`src/rtl/ili9341_spi_tx.sv`:
```
`default_nettype none
// ============================================================================
//  Module   : ili9341_spi_tx
//  Purpose  : Byte-wide SPI mode-0 transmitter for an ILI9341 panel. Accepts
//             bytes on a valid/ready handshake, frames them with chip select,
//             shifts MSB first and presents the data/command flag alongside.
//             Back-to-back bytes are streamed without releasing chip select.
//  Ports    : clk, rst_n (async, active-low)
//             i_valid / o_ready / i_data[7:0] / i_dc   upstream byte handshake
//             display_csb, spi_clk, spi_mosi, data_commandb   panel side
//             spi_miso   panel read-back (used only with SPI_RX_EN)
//             o_busy     high while a transfer is in progress
//             o_rx_valid, o_rx_data[7:0]   only with SPI_RX_EN defined
//  Options  : `define SPI_RX_EN to add the MISO receive shift register.
//  Revision : 1.0  initial release
// ============================================================================
module ili9341_spi_tx #(
  parameter int CLK_DIV = 2
) (
  input  logic       clk,
  input  logic       rst_n,
  input  logic       i_valid,
  output logic       o_ready,
  input  logic [7:0] i_data,
  input  logic       i_dc,
  output logic       display_csb,
  output logic       spi_clk,
  output logic       spi_mosi,
  output logic       data_commandb,
  input  logic       spi_miso,
  output logic       o_busy
`ifdef SPI_RX_EN
  ,
  output logic       o_rx_valid,
  output logic [7:0] o_rx_data
`endif
);

  localparam logic [7:0] DIV_M1 = 8'(CLK_DIV - 1);

  typedef enum logic [1:0] {
    IDLE     = 2'd0,
    CS_SETUP = 2'd1,
    SHIFT    = 2'd2,
    CS_HOLD  = 2'd3
  } state_t;

  state_t     state, state_n;
  logic [7:0] cnt, cnt_n;
  logic [2:0] bit_idx, bit_n;
  logic       phase, phase_n;       // 0 = SPI clock low phase, 1 = high phase
  logic [7:0] tx_byte, byte_n;
  logic       dc_q, dc_n;
  logic       ready_en;             // holds o_ready low until the first edge after reset
  logic       cnt_done;
  logic       last_hi;              // final clk of the bit-0 high phase
  logic       accept;

  assign cnt_done = (cnt == DIV_M1);
  assign last_hi  = (state == SHIFT) && phase && (bit_idx == 3'd0) && cnt_done;
  assign o_ready  = ready_en && ((state == IDLE) || last_hi);
  assign accept   = i_valid && o_ready;

  always_ff @(posedge clk or negedge rst_n) begin
    if (!rst_n) begin
      ready_en <= 1'b0;
    end else begin
      ready_en <= 1'b1;
    end
  end

  always_ff @(posedge clk or negedge rst_n) begin
    if (!rst_n) begin
      state   <= IDLE;
      cnt     <= 8'd0;
      bit_idx <= 3'd0;
      phase   <= 1'b0;
      tx_byte <= 8'd0;
      dc_q    <= 1'b0;
    end else begin
      state   <= state_n;
      cnt     <= cnt_n;
      bit_idx <= bit_n;
      phase   <= phase_n;
      tx_byte <= byte_n;
      dc_q    <= dc_n;
    end
  end

  always_comb begin
    state_n = state;
    cnt_n   = cnt;
    bit_n   = bit_idx;
    phase_n = phase;
    byte_n  = tx_byte;
    dc_n    = dc_q;
    case (state)
      IDLE: begin
        cnt_n   = 8'd0;
        phase_n = 1'b0;
        if (accept) begin
          byte_n  = i_data;
          dc_n    = i_dc;
          bit_n   = 3'd7;       // bit 7 must be on MOSI during chip-select setup
          state_n = CS_SETUP;
        end
      end
      CS_SETUP: begin
        if (cnt_done) begin
          cnt_n   = 8'd0;
          phase_n = 1'b0;
          bit_n   = 3'd7;
          state_n = SHIFT;
        end else begin
          cnt_n = cnt + 8'd1;
        end
      end
      SHIFT: begin
        if (!cnt_done) begin
          cnt_n = cnt + 8'd1;
        end else begin
          cnt_n = 8'd0;
          if (!phase) begin
            phase_n = 1'b1;
          end else if (bit_idx != 3'd0) begin
            phase_n = 1'b0;
            bit_n   = bit_idx - 3'd1;
          end else if (accept) begin
            // Burst: next byte's bit 7 low phase follows directly, CS stays low.
            phase_n = 1'b0;
            bit_n   = 3'd7;
            byte_n  = i_data;
            dc_n    = i_dc;
          end else begin
            phase_n = 1'b0;
            state_n = CS_HOLD;
          end
        end
      end
      CS_HOLD: begin
        if (cnt_done) begin
          cnt_n   = 8'd0;
          state_n = IDLE;
        end else begin
          cnt_n = cnt + 8'd1;
        end
      end
      default: begin
        state_n = IDLE;
        cnt_n   = 8'd0;
        phase_n = 1'b0;
      end
    endcase
  end

  assign display_csb   = (state == IDLE);
  assign spi_clk       = (state == SHIFT) && phase;
  // bit_idx only moves at the end of a high phase, so MOSI changes only while spi_clk is low.
  assign spi_mosi      = (state != IDLE) && tx_byte[bit_idx];
  assign data_commandb = dc_q;
  assign o_busy        = (state != IDLE);

`ifdef SPI_RX_EN
  logic [7:0] rx_sh;

  always_ff @(posedge clk or negedge rst_n) begin
    if (!rst_n) begin
      rx_sh      <= 8'd0;
      o_rx_valid <= 1'b0;
      o_rx_data  <= 8'd0;
    end else begin
      o_rx_valid <= 1'b0;
      // Sample on the edge where spi_clk goes high (end of the low phase).
      if ((state == SHIFT) && !phase && cnt_done) begin
        rx_sh <= {rx_sh[6:0], spi_miso};
      end
      if (last_hi) begin
        o_rx_valid <= 1'b1;
        o_rx_data  <= rx_sh;
      end
    end
  end
`else
  logic unused_miso;
  assign unused_miso = spi_miso;
`endif

endmodule
`default_nettype wire

```
`config.mk`:
```
export PLATFORM = sky130hd
export DESIGN_NAME = ili9341_spi_tx
export DESIGN_NICKNAME = d
export VERILOG_FILES = /design/src/rtl/ili9341_spi_tx.sv
export SDC_FILE = /design/constraint.sdc
export NUM_CORES = 1
export LEC_CHECK = 0
export CAP_MARGIN = 20
export CORE_MARGIN = 1
export CORE_UTILIZATION = 53
export DETAILED_ROUTE_END_ITERATION = 10
export HOLD_SLACK_MARGIN = 0.08
export MAX_ROUTING_LAYER = met4
export PLACE_DENSITY = 0.78
export SETUP_SLACK_MARGIN = 0.1
export SYNTH_ARGS = -nofsm -noshare
export SYNTH_HDL_FRONTEND = slang
export SYNTH_SLANG_ARGS = --single-unit
```
`constraint.sdc`:
```
create_clock -name clk -period 5.53 [get_ports clk]
set_input_delay 1.106 -clock clk [delete_from_list [all_inputs] [get_ports clk]]
set_output_delay 1.106 -clock clk [all_outputs]
set_load 0.02 [all_outputs]
```
==> results_tabular.tex <==
\begin{tabular}{lr}
\hline
Metric & Value \\
\hline
\multicolumn{2}{l}{\textbf{Run status}} \\
Status & complete, no violations \\
\multicolumn{2}{l}{\textbf{Cells and area}} \\
Layout Nets & 171 \\
\# diodes & 0 \\
Filler cell count & 197 \\
Area used by multi-input combinational logic & 736 um2 \\
Synthesis-to-finish area growth & 19.4\% \\
Fraction of final layout cells with drive strength greater than 1 & 15.4\% \\
Post-route cell area & 1640 um2 \\
Core occupancy in the finished layout & 66.7\% \\
Flip-flop and latch area & 601 um2 \\
\multicolumn{2}{l}{\textbf{Drt}} \\
Total routed wirelength & 2.48 mm \\
Detailed Routing Iterations Pass 1 & 5 \\
Via count normalized by instance count & 5.80 \\
DRT antenna net count & 0 \\
Post-route DRC violation count & 0 \\
Count of routing violations after the opening detailed-route iteration & 24 \\
Final routed wire length divided by cell count & 13.8 um \\
Total number of vias & 1,038 \\
\multicolumn{2}{l}{\textbf{Worst setup path}} \\
Data arrival time of the worst path & 2860 ps \\
Biggest fanout along the worst timing path & 10 \\
Category of the most critical setup path & register to output pin \\
Kind of start point of the critical path & register \\
Kind of end point of the critical path & output pin \\
CP Data Required Time & 4420 ps \\
\multicolumn{2}{l}{\textbf{CTS}} \\
Clk slew on worst S/H paths & 130 ps \\
Deepest clock path buffer count & 2 \\
Post-cts resize count & 0 \\
\# Post-CTS Setup Buffers & 0 \\
Htree depth & 1 \\
Number of hold-repair buffers added at the cts stage & 0 \\
Worst-skew pair later-pin latency & 310 ps \\
CTS tree & done \\
TritonCTS buffer count & 3 \\
Clock sink count & 24 \\
Clk root buf & clkbuf\_4 \\
\multicolumn{2}{l}{\textbf{Power}} \\
Switching power of the nets & 353 uW \\
Internal power & 548 uW \\
P\_leak & 0.706 nW \\
Power Dens Cells & 550 nW/um2 \\
Worst voltage drop across the vdd grid & 0.372 mV \\
Clock network power share & 14.1\% \\
Part of the power in combinational logic & 53.2\% \\
Sequential Power Share & 32.7\% \\
Switch share & 39.2\% \\
\multicolumn{2}{l}{\textbf{Yosys}} \\
Fraction of synthesized area in multiplexers & 12.2\% \\
Synth Area in XOR/XNOR & 3.83\% \\
Area fraction of the dominant cell type after synthesis & 43.8\% \\
Arithmetic-cell share of the synthesized area counting full adders, half adders and majority gates & 7.30\% \\
Number of synthesized register bits & 24 \\
Area contributors post-synth & dfrtp\_1 44\%, mux2\_2 8.2\%, ha\_1 7.3\% \\
Biggest area consumer among synthesized cells & dfrtp\_1 \\
Synth Area in Compound Gates & 9.40\% \\
Post-synth net total & 150 \\
Main combinational cell family by area after synthesis & simple AND/OR/NAND/NOR gates \\
Count of warnings emitted by yosys & 0 \\
Most repeated cell in the gate-level netlist after synthesis & dfrtp\_1 \\
Register area share after synthesis & 43.8\% \\
Top\_reg\_cell synth & dfrtp\_1 \\
Synth Area per Inst & 10.6 um2 \\
Syn Std Cell Area & 1370 um2 \\
Fraction of registers with async set/reset & 100\% \\
Synthesized instance count & 129 \\
Area fraction in and, or, nand and nor cells after synthesis & 20.6\% \\
List of most frequent post-synthesis cells & 24 x dfrtp\_1, 15 x nor2\_1, 10 x mux2\_2 \\
EDFF count, synth & 0 \\
Cell variety after synth & 43 \\
\multicolumn{2}{l}{\textbf{STA}} \\
Max-slew violations & 0 \\
Portion of the clock cycle consumed by the worst path in the final layout & 71.7\% \\
Setup-violating endpoint count in the final report & 0 \\
Max Freq & 252 MHz \\
Hold Violations, Final & 0 \\
Unrepaired setup endpoints after global routing & false \\
Max-Slew Margin vs Limit & 59.2\% \\
Clock period minus worst slack & 3970 ps \\
Worst-Margin Slew & 606 ps \\
Total Negative Setup Slacks & 0 ps \\
Largest clock skew in the final design & 3.21 ps \\
\multicolumn{2}{l}{\textbf{Global routing}} \\
First-pass GRT wire length & 4.34 mm \\
Sum of overflow across all layers after global routing & 0 \\
GRT Overall Usage & 22.1\% \\
Initial antenna violation count & 0 \\
Largest net degree at the start of global routing & 25 \\
Number of global-route vias before repair & 1,025 \\
\multicolumn{2}{l}{\textbf{Placement}} \\
HPWL reported at the end of detailed placement & 1.90 mm \\
Placed cell areas & 1570 um2 \\
Routability congestion estimate & 0.916 \\
Port Buf Inserts & 17 \\
\multicolumn{2}{l}{\textbf{Floorplan}} \\
Core area & 2450 um2 \\
Die Ht & 52.9 um \\
Die Area & 2790 um2 \\
IO Count & 19 \\
Initial Util & 55.9\% \\
Placement Rows & 18 \\
DIE WIDTH & 52.9 um \\
\multicolumn{2}{l}{\textbf{Hold path}} \\
Worst min-delay path category & register to register \\
\multicolumn{2}{l}{\textbf{Flow run}} \\
Maximum capacitance violations & 0 \\
\hline
\end{tabular}
==> stage by stage <==
stage / hold slack [ps] / std cells / setup WS (ps) / total power, mW
4_1_cts: 512 / 178 / 1550 / 0.904
2_1_floorplan: 461 / 129 / 2590 / 0.647
5_1_grt: 533 / 179 / 1400 / 0.974
3_5_place_dp: 493 / 174 / 1930 / 0.777
6_report: 504 / 179 / 1560 / 0.901
3_3_place_gp: 482 / 174 / 1920 / 0.760
==> layout by cell type, fill, tap and decap left out, types with 4 or more instances in the layout <==
cell type,instances
nand2_1,8
dfrtp_1,24
inv_1,7
clkdlybuf4s50_1,17
nor4_1,5
xnor2_1,4
nor2_1,15
nor3_1,5
mux2_2,10
ha_1,8
==> final timing paths <==
check / endpoint / slack, ps / start / depth (start not counted)
worst max register to register: tx_byte[4]$_DFFE_PN0P_ / 3130 / cnt[2]$_DFF_PN0_ / 4
worst min-delay path: cnt[0]$_DFF_PN0_ / 500 / cnt[0]$_DFF_PN0_ / 1
min in group asynchronous: state[0]$_DFFE_PN0P_ / 1140 / rst_n / 1
worst min register to register: cnt[0]$_DFF_PN0_ / 500 / cnt[0]$_DFF_PN0_ / 1
max in group asynchronous: cnt[0]$_DFF_PN0_ / 3900 / rst_n / 2
worst max-delay path: o_ready / 1560 / cnt[2]$_DFF_PN0_ / 5
==> critical path, cell delays in order, from the launching register on <==
cell,delay [ps]
dfrtp_1,440
or4_1,710
or2_2,360
nand2_1,230
and3_1,210
clkdlybuf4s50_1,600
==> layout make-up <==
type                       instances  area share [%]
clock buffer                       3            1.38
clock inverter                     1            1.83
inverter                           7            1.60
multi-input combinational         96            44.9
sequential                        24            36.7
tap                               30            2.29
timing repair buffer              18            11.3
==> routing by layer <==
| layer | GRT usage (%) | part of all wire (%) | up-vias |
|---|---|---|---|
| li1 | - | - | 503 |
| met1 | 25.5 | 45 | 512 |
| met2 | 38.2 | 52 | 21 |
| met3 | 3.45 | 2.2 | 2 |
| met4 | 9.21 | 0.77 | 0 |
| met5 | - | 0 | - |
==> registers in the layout, indices dropped and copies added (netlist names) <==
name,count
bit_idx,3
cnt,8
ready_en,1
phase,1
tx_byte,8
data_commandb,1
state,2
==> power groups by stage <==
stage / logic [mW] / clock network (mW) / registers (mW)
floorplan: 0.360 / 0 / 0.287
global placement: 0.464 / 0 / 0.296
detailed placement: 0.477 / 0 / 0.300
CTS: 0.479 / 0.130 / 0.295
global route: 0.536 / 0.135 / 0.303
finish: 0.479 / 0.127 / 0.295
==> cells by family (layout without fill, tap and decap cells) <==
group	after synthesis	count (layout)
adder cells (fa/ha/maj)	8	8
other	1	1
XOR/XNOR	6	6
flip-flops	24	24
AO/OA/AOI/OAI	17	17
buffers and inverters	9	29
multiplexers	13	13
AND/OR/NAND/NOR	51	51
Power figures use the tool's default switching activity.
